===== src/rtl/demux_pkg.sv =====
// demux_pkg: shared constants and FSM state type for the write bank.
//   WIDTH - bits per slot
//   DEPTH - number of slots (power of two)
//   SEL_W - slot index width, log2(DEPTH)
//   LEN_W - burst length width, wide enough to hold DEPTH itself
package demux_pkg;
    localparam int WIDTH = 13;
    localparam int DEPTH = 32;
    localparam int SEL_W = 5;
    localparam int LEN_W = 6;

    typedef enum logic [1:0] {
        IDLE  = 2'd0,
        BURST = 2'd1,
        DONE  = 2'd2
    } state_t;
endpackage


===== src/rtl/decoder_5_32.sv =====
// decoder_5_32: slot index plus enable to a one-hot write strobe.
//   i_en     - write enable; strobe is all zero when low
//   i_sel    - slot index
//   o_onehot - bit i_sel set when enabled
module decoder_5_32
    import demux_pkg::*;
(
    input  logic             i_en,
    input  logic [SEL_W-1:0] i_sel,
    output logic [DEPTH-1:0] o_onehot
);
    assign o_onehot = i_en ? (DEPTH'(1) << i_sel) : '0;
endmodule


===== src/rtl/demux_write_bank.sv =====
// demux_write_bank: 32 registered 13-bit slots feeding the read mux tree.
// Slots load by direct write (IDLE only) or by a handshaked burst that
// auto-increments a slot pointer, wrapping 31 -> 0.
//   clock, reset      - rising-edge clock, synchronous active-high reset
//   clear             - zero all slots (IDLE only, beats wr_en)
//   wr_en/sel/data    - direct write (IDLE only)
//   burst_start/base/len - begin burst; len 0 = no-op, >32 saturates
//   in_valid/in_data  - burst word stream; in_ready handshake
//   busy              - high in BURST
//   burst_done        - one-cycle pulse after last burst word is written
//   slots             - slot k at bits [13k+12:13k]
// Optional macro DEMUX_WRITE_BANK_VALID_EN adds slot_valid[31:0]: bit k set
// when slot k is written, cleared by clear or reset.
module demux_write_bank
    import demux_pkg::*;
(
    input  logic                   clock,
    input  logic                   reset,
    input  logic                   clear,
    input  logic                   wr_en,
    input  logic [SEL_W-1:0]       wr_sel,
    input  logic [WIDTH-1:0]       wr_data,
    input  logic                   burst_start,
    input  logic [SEL_W-1:0]       burst_base,
    input  logic [LEN_W-1:0]       burst_len,
    input  logic                   in_valid,
    input  logic [WIDTH-1:0]       in_data,
    output logic                   in_ready,
    output logic                   busy,
    output logic                   burst_done,
    output logic [WIDTH*DEPTH-1:0] slots
`ifdef DEMUX_WRITE_BANK_VALID_EN
    ,
    output logic [DEPTH-1:0]       slot_valid
`endif
);
    state_t                        r_state, w_state_nxt;
    logic [SEL_W-1:0]              r_ptr;
    logic [LEN_W-1:0]              r_rem;
    logic                          r_busy, r_done;
    logic [DEPTH-1:0][WIDTH-1:0]   r_slots;

    logic                          w_idle, w_accept, w_clear, w_direct, w_start;
    logic [LEN_W-1:0]              w_len_sat;
    logic [SEL_W-1:0]              w_idx;
    logic [WIDTH-1:0]              w_data;
    logic [DEPTH-1:0]              w_strobe;

    assign w_idle    = (r_state == IDLE);
    assign w_accept  = (r_state == BURST) && in_valid;
    assign w_clear   = w_idle && clear;
    // clear wins over a same-cycle direct write
    assign w_direct  = w_idle && wr_en && !clear;
    assign w_start   = w_idle && burst_start && (burst_len != '0);
    assign w_len_sat = (burst_len > LEN_W'(DEPTH)) ? LEN_W'(DEPTH) : burst_len;

    // Direct and burst paths are mutually exclusive by state, so one decoder
    // serves both through a mux on index and data.
    assign w_idx  = w_accept ? r_ptr   : wr_sel;
    assign w_data = w_accept ? in_data : wr_data;

    decoder_5_32 u_dec (
        .i_en     (w_accept | w_direct),
        .i_sel    (w_idx),
        .o_onehot (w_strobe)
    );

    always_comb begin
        w_state_nxt = r_state;
        case (r_state)
            IDLE:    if (w_start) w_state_nxt = BURST;
            BURST:   if (w_accept && r_rem == LEN_W'(1)) w_state_nxt = DONE;
            DONE:    w_state_nxt = IDLE;
            default: w_state_nxt = IDLE;
        endcase
    end

    always_ff @(posedge clock) begin
        if (reset) begin
            r_state <= IDLE;
            r_ptr   <= '0;
            r_rem   <= '0;
            r_busy  <= 1'b0;
            r_done  <= 1'b0;
        end else begin
            r_state <= w_state_nxt;
            // status flags registered from next state so outputs are flop-driven
            r_busy  <= (w_state_nxt == BURST);
            r_done  <= (w_state_nxt == DONE);
            if (w_start) begin
                r_ptr <= burst_base;
                r_rem <= w_len_sat;
            end else if (w_accept) begin
                r_ptr <= r_ptr + SEL_W'(1);
                r_rem <= r_rem - LEN_W'(1);
            end
        end
    end

    always_ff @(posedge clock) begin
        if (reset || w_clear) begin
            r_slots <= '0;
        end else begin
            for (int k = 0; k < DEPTH; k++)
                if (w_strobe[k]) r_slots[k] <= w_data;
        end
    end

`ifdef DEMUX_WRITE_BANK_VALID_EN
    logic [DEPTH-1:0] r_valid;
    always_ff @(posedge clock) begin
        if (reset || w_clear) r_valid <= '0;
        else                  r_valid <= r_valid | w_strobe;
    end
    assign slot_valid = r_valid;
`endif

    assign slots      = r_slots;
    assign in_ready   = r_busy;
    assign busy       = r_busy;
    assign burst_done = r_done;
endmodule


===== config.mk =====
export PLATFORM = sky130hd
export DESIGN_NAME = demux_write_bank
export DESIGN_NICKNAME = d
export VERILOG_FILES = /design/src/rtl/demux_pkg.sv /design/src/rtl/decoder_5_32.sv /design/src/rtl/demux_write_bank.sv
export SDC_FILE = /design/constraint.sdc
export NUM_CORES = 1
export LEC_CHECK = 0
export CAP_MARGIN = 20
export CORE_AREA = 2 2 249 251
export CTS_BUF_LIST = sky130_fd_sc_hd__clkbuf_16
export CTS_CLUSTER_SIZE = 25
export DETAILED_ROUTE_END_ITERATION = 8
export DIE_AREA = 0 0 251 253
export GPL_TIMING_DRIVEN = 0
export PLACE_DENSITY = 0.58
export SETUP_SLACK_MARGIN = 0.2
export SLEW_MARGIN = 10
export SYNTH_ARGS = -nofsm -noshare
export SYNTH_HDL_FRONTEND = slang
export SYNTH_HIERARCHICAL = 1
export SYNTH_SLANG_ARGS = --single-unit

===== constraint.sdc =====
create_clock -name clock -period 3.4 [get_ports clock]
set_input_delay 0.68 -clock clock [delete_from_list [all_inputs] [get_ports clock]]
set_output_delay 0.68 -clock clock [all_outputs]
set_load 0.1 [all_outputs]

==> impl_metrics.ini <==
[setup_path]
cpMaxStageDelayCell = or4b_4
cpPeakStageDelay_ps = 620
critPathCaptureType = flip-flop
reg2reg_depth = 12
worst_ep_required_time_ps = 3870
critical_path_class = input pin to flip-flop
rr_startpoint = r_state[1]
cp_cell_sequence = clkdlybuf4s50_1 > and3b_1 > buf_2 > buf_4 > buf_4 > nand2_1 > nand2_4 > or4b_4 > nor2_2 > clkbuf_4 > clkbuf_4 > nor2_1 > a211oi_1
startpoint_type = input pin
critPathTopFamily = buffers and inverters
worst-r2r-setup-slack_ps = 440
worstPathMaxFanout = 10
arrival_ps = 3530
crit_buf_inv = 6
r2r_end = slots[270]

[pwr]
power.total_mw = 11.2
power_leakage_nw = 7.23
ir_drop_mv = 0.301
p_per_area_nw_per_um2 = 500

[detailed_routing]
num_vias = 14300
wire_per_inst_um = 22.1
drtPass1Iterations = 5
drtIter0Drc = 703
ant_nets = 0
wl_um = 65300
drc = 0
vias_per_cell = 4.84

[cts]
clk_pin_slew_worst_paths_ps = 60
htree_levels = 2
cts_made_buffers = 48
cts_sinks = 431
cts_tree = built
ctsHoldBuffers = 0
root_buffer = clkbuf_16
clk_latency_ps = 570
cts_max_path_buffers = 3

[hold_path]
hold_depth = 2
worstHoldStart = reset
holdPathEnd = r_ptr[0]
hp-class = input pin to flip-flop

[synthesis]
synth_edf_count = 0
async_flop_share = 0
synth_seq_area_share = 0.574
synth_area_um2 = 15000
synth_warnings = 6
synth_area_leaders = dfxtp_1, a211oi_1, nor2_1
yosys.area.top_type_share = 0.574
syn_inst = 1604
ys_ff_latch = 431
ys.flop_type = dfxtp_1
synth.largest_area_cell = dfxtp_1
syn_area_per_cell_um2 = 9.37
ys_types = 44
syn_nets = 1655

[sta]
timing.final.crit_period_ps = 3050
maxSlewHeadroom = 0.198
setup_viol = 0
finClkSkew_ps = 15.0
finalHoldViolCount = 0
grt_setup_unrepaired = yes
max_freq_ghz = 0.327
slew_viol_final = 0
tightest_slew_ps = 1200
fin_crit_sh = 0.898

[floorplan]
core_um2 = 61000
top_level_ports = 467
die_area_um2 = 63500
die_x_um = 251
num_rows = 91
fp.dieH_um = 253
initial_core_util = 0.246

[grt]
grt_use_total = 0.197
grt_pass1_wl_um = 93200
antenna_found_initial = 0
grt_overflow = 0
first_global_vias = 14100
grt_max_degree = 14

[run]
cap_viol_max_count = 0

[place]
place_hpwl_um = 47500
dp.cells = 2862
port_buffers = 465
place_congestion = 0.825

[cells_and_area]
stdcell_count = 2955
multiInputGateArea_um2 = 5670
nFillCells = 6108
final_nets = 2179
drive_above_1_share = 0.102
syn2layout_area_growth_pct = 49.5
regArea_um2 = 8630

[run_status]
status = finished clean
==> per-stage QoR <==
step | instance area, um^2 | utilization | hold slack (ps) | setup TNS [ps] | setup slack (ps)
2_1_floorplan | 15000 | - | 457 | 0 | 385
3_3_place_gp | 20700 | 0.339 | 473 | -244920 | -827
3_5_place_dp | 20700 | 0.339 | 477 | -252920 | -835
4_1_cts | 22300 | 0.366 | 390 | 0 | 76.8
5_1_grt | 22500 | 0.368 | 403 | 0 | 173
6_report | 22500 | 0.368 | 416 | 0 | 345
==> cells by family (layout without fill, tap and decap cells) <==
kind of cell / Yosys count / count (layout) / synth area share
and+or+nand+nor: 509 / 509 / 0.135
AOI/OAI and AO/OA: 448 / 448 / 0.224
DFF: 431 / 431 / 0.574
buffers and inverters: 197 / 757 / 0.0539
muxes: 13 / 13 / 0.00866
adders and majority gates: 3 / 3 / 0.00250
xor gates and xnor gates: 3 / 3 / 0.00175
other: 0 / 1 / 0
==> cells in the final DEF (no fill, tap or decap), types with 3 or more instances in the layout <==
cell	netlist	final
clkdlybuf4s50_1	0	465
nor2_1	458	453
dfxtp_1	431	431
a211oi_1	419	419
clkbuf_2	1	63
clkbuf_1	118	61
clkbuf_16	0	49
buf_2	37	47
inv_1	3	16
buf_4	4	16
nand2_1	19	15
a21oi_1	13	13
mux2i_1	13	13
clkbuf_4	0	10
clkinv_1	0	9
nor2_2	0	5
clkinvlp_4	0	5
clkinv_2	0	5
nand4b_1	4	4
nand3_1	4	4
buf_1	33	4
nand4_1	3	3
nand2b_1	3	3
nand2_4	0	3
ha_1	3	3
bufinv_16	0	3
nand4bb_4	0	3
==> per-layer routing <==
layer	vias up	GRT usage	wire length [um]
met5	-	0	0
met4	0	0.0680	2290
met3	128	0.0661	5560
met2	546	0.326	30300
met1	6903	0.238	27100
li1	6734	-	-
==> cells in the mapped netlist (all sizes together), types with 2 or more instances <==
cell	instances
a22oi	2
a31oi	2
inv	3
nor2	458
a211oi	420
nand3	4
dfxtp	431
nor2b	2
nand4bb	3
mux2i	13
a21oi	13
nand2b	3
nand4	3
nor3	2
clkbuf	119
ha	3
buf	75
nand3b	2
nand2	19
a2bb2oi	2
nand4b	4
nor4b	2
xnor2	2
nor3b	2
==> what timing repair did <==
item                       in CTS  in global routing
hold endpoints to repair        0                  0
gates resized for setup        59                 83
pin swaps                       4                  0
buffers inserted                7                  0
setup endpoints to repair     416                392
==> area by class of cell <==
class,count,share of cell area
Sequential cell,431,0.384
Multi-Input combinational cell,976,0.253
Timing Repair Buffer,475,0.211
Clock buffer,49,0.0546
Tap cell,790,0.0440
Buffer,193,0.0415
Clock inverter,37,0.0112
Inverter,3,0.000501
Antenna cell,1,0.000111
==> state kept, by name (all words and copies together) (netlist names) <==
name and count:
r_ptr 5, r_rem 6, slots 416, burst_done 1
r_state 2, busy 1
==> power by group <==
group	internal (mW)	leakage, nW	switching, mW
Clock	2.83	0.758	2.14
Sequential	5.10	3.47	0.0350
Combinational	0.262	3.00	0.863
Total	8.19	7.23	3.04
==> how the worst max path moves through the flow <==
stage	depth (start not counted)	from	end	slack (ps)
floorplan	12	in_valid	slots[8]	390
global placement	13	in_valid	slots[151]	-830
detailed placement	13	in_valid	slots[150]	-830
CTS	13	in_valid	slots[114]	80
global route	13	in_valid	slots[219]	170
finish	13	in_valid	slots[270]	350
No activity file was read; power rests on OpenSTA's default activity.
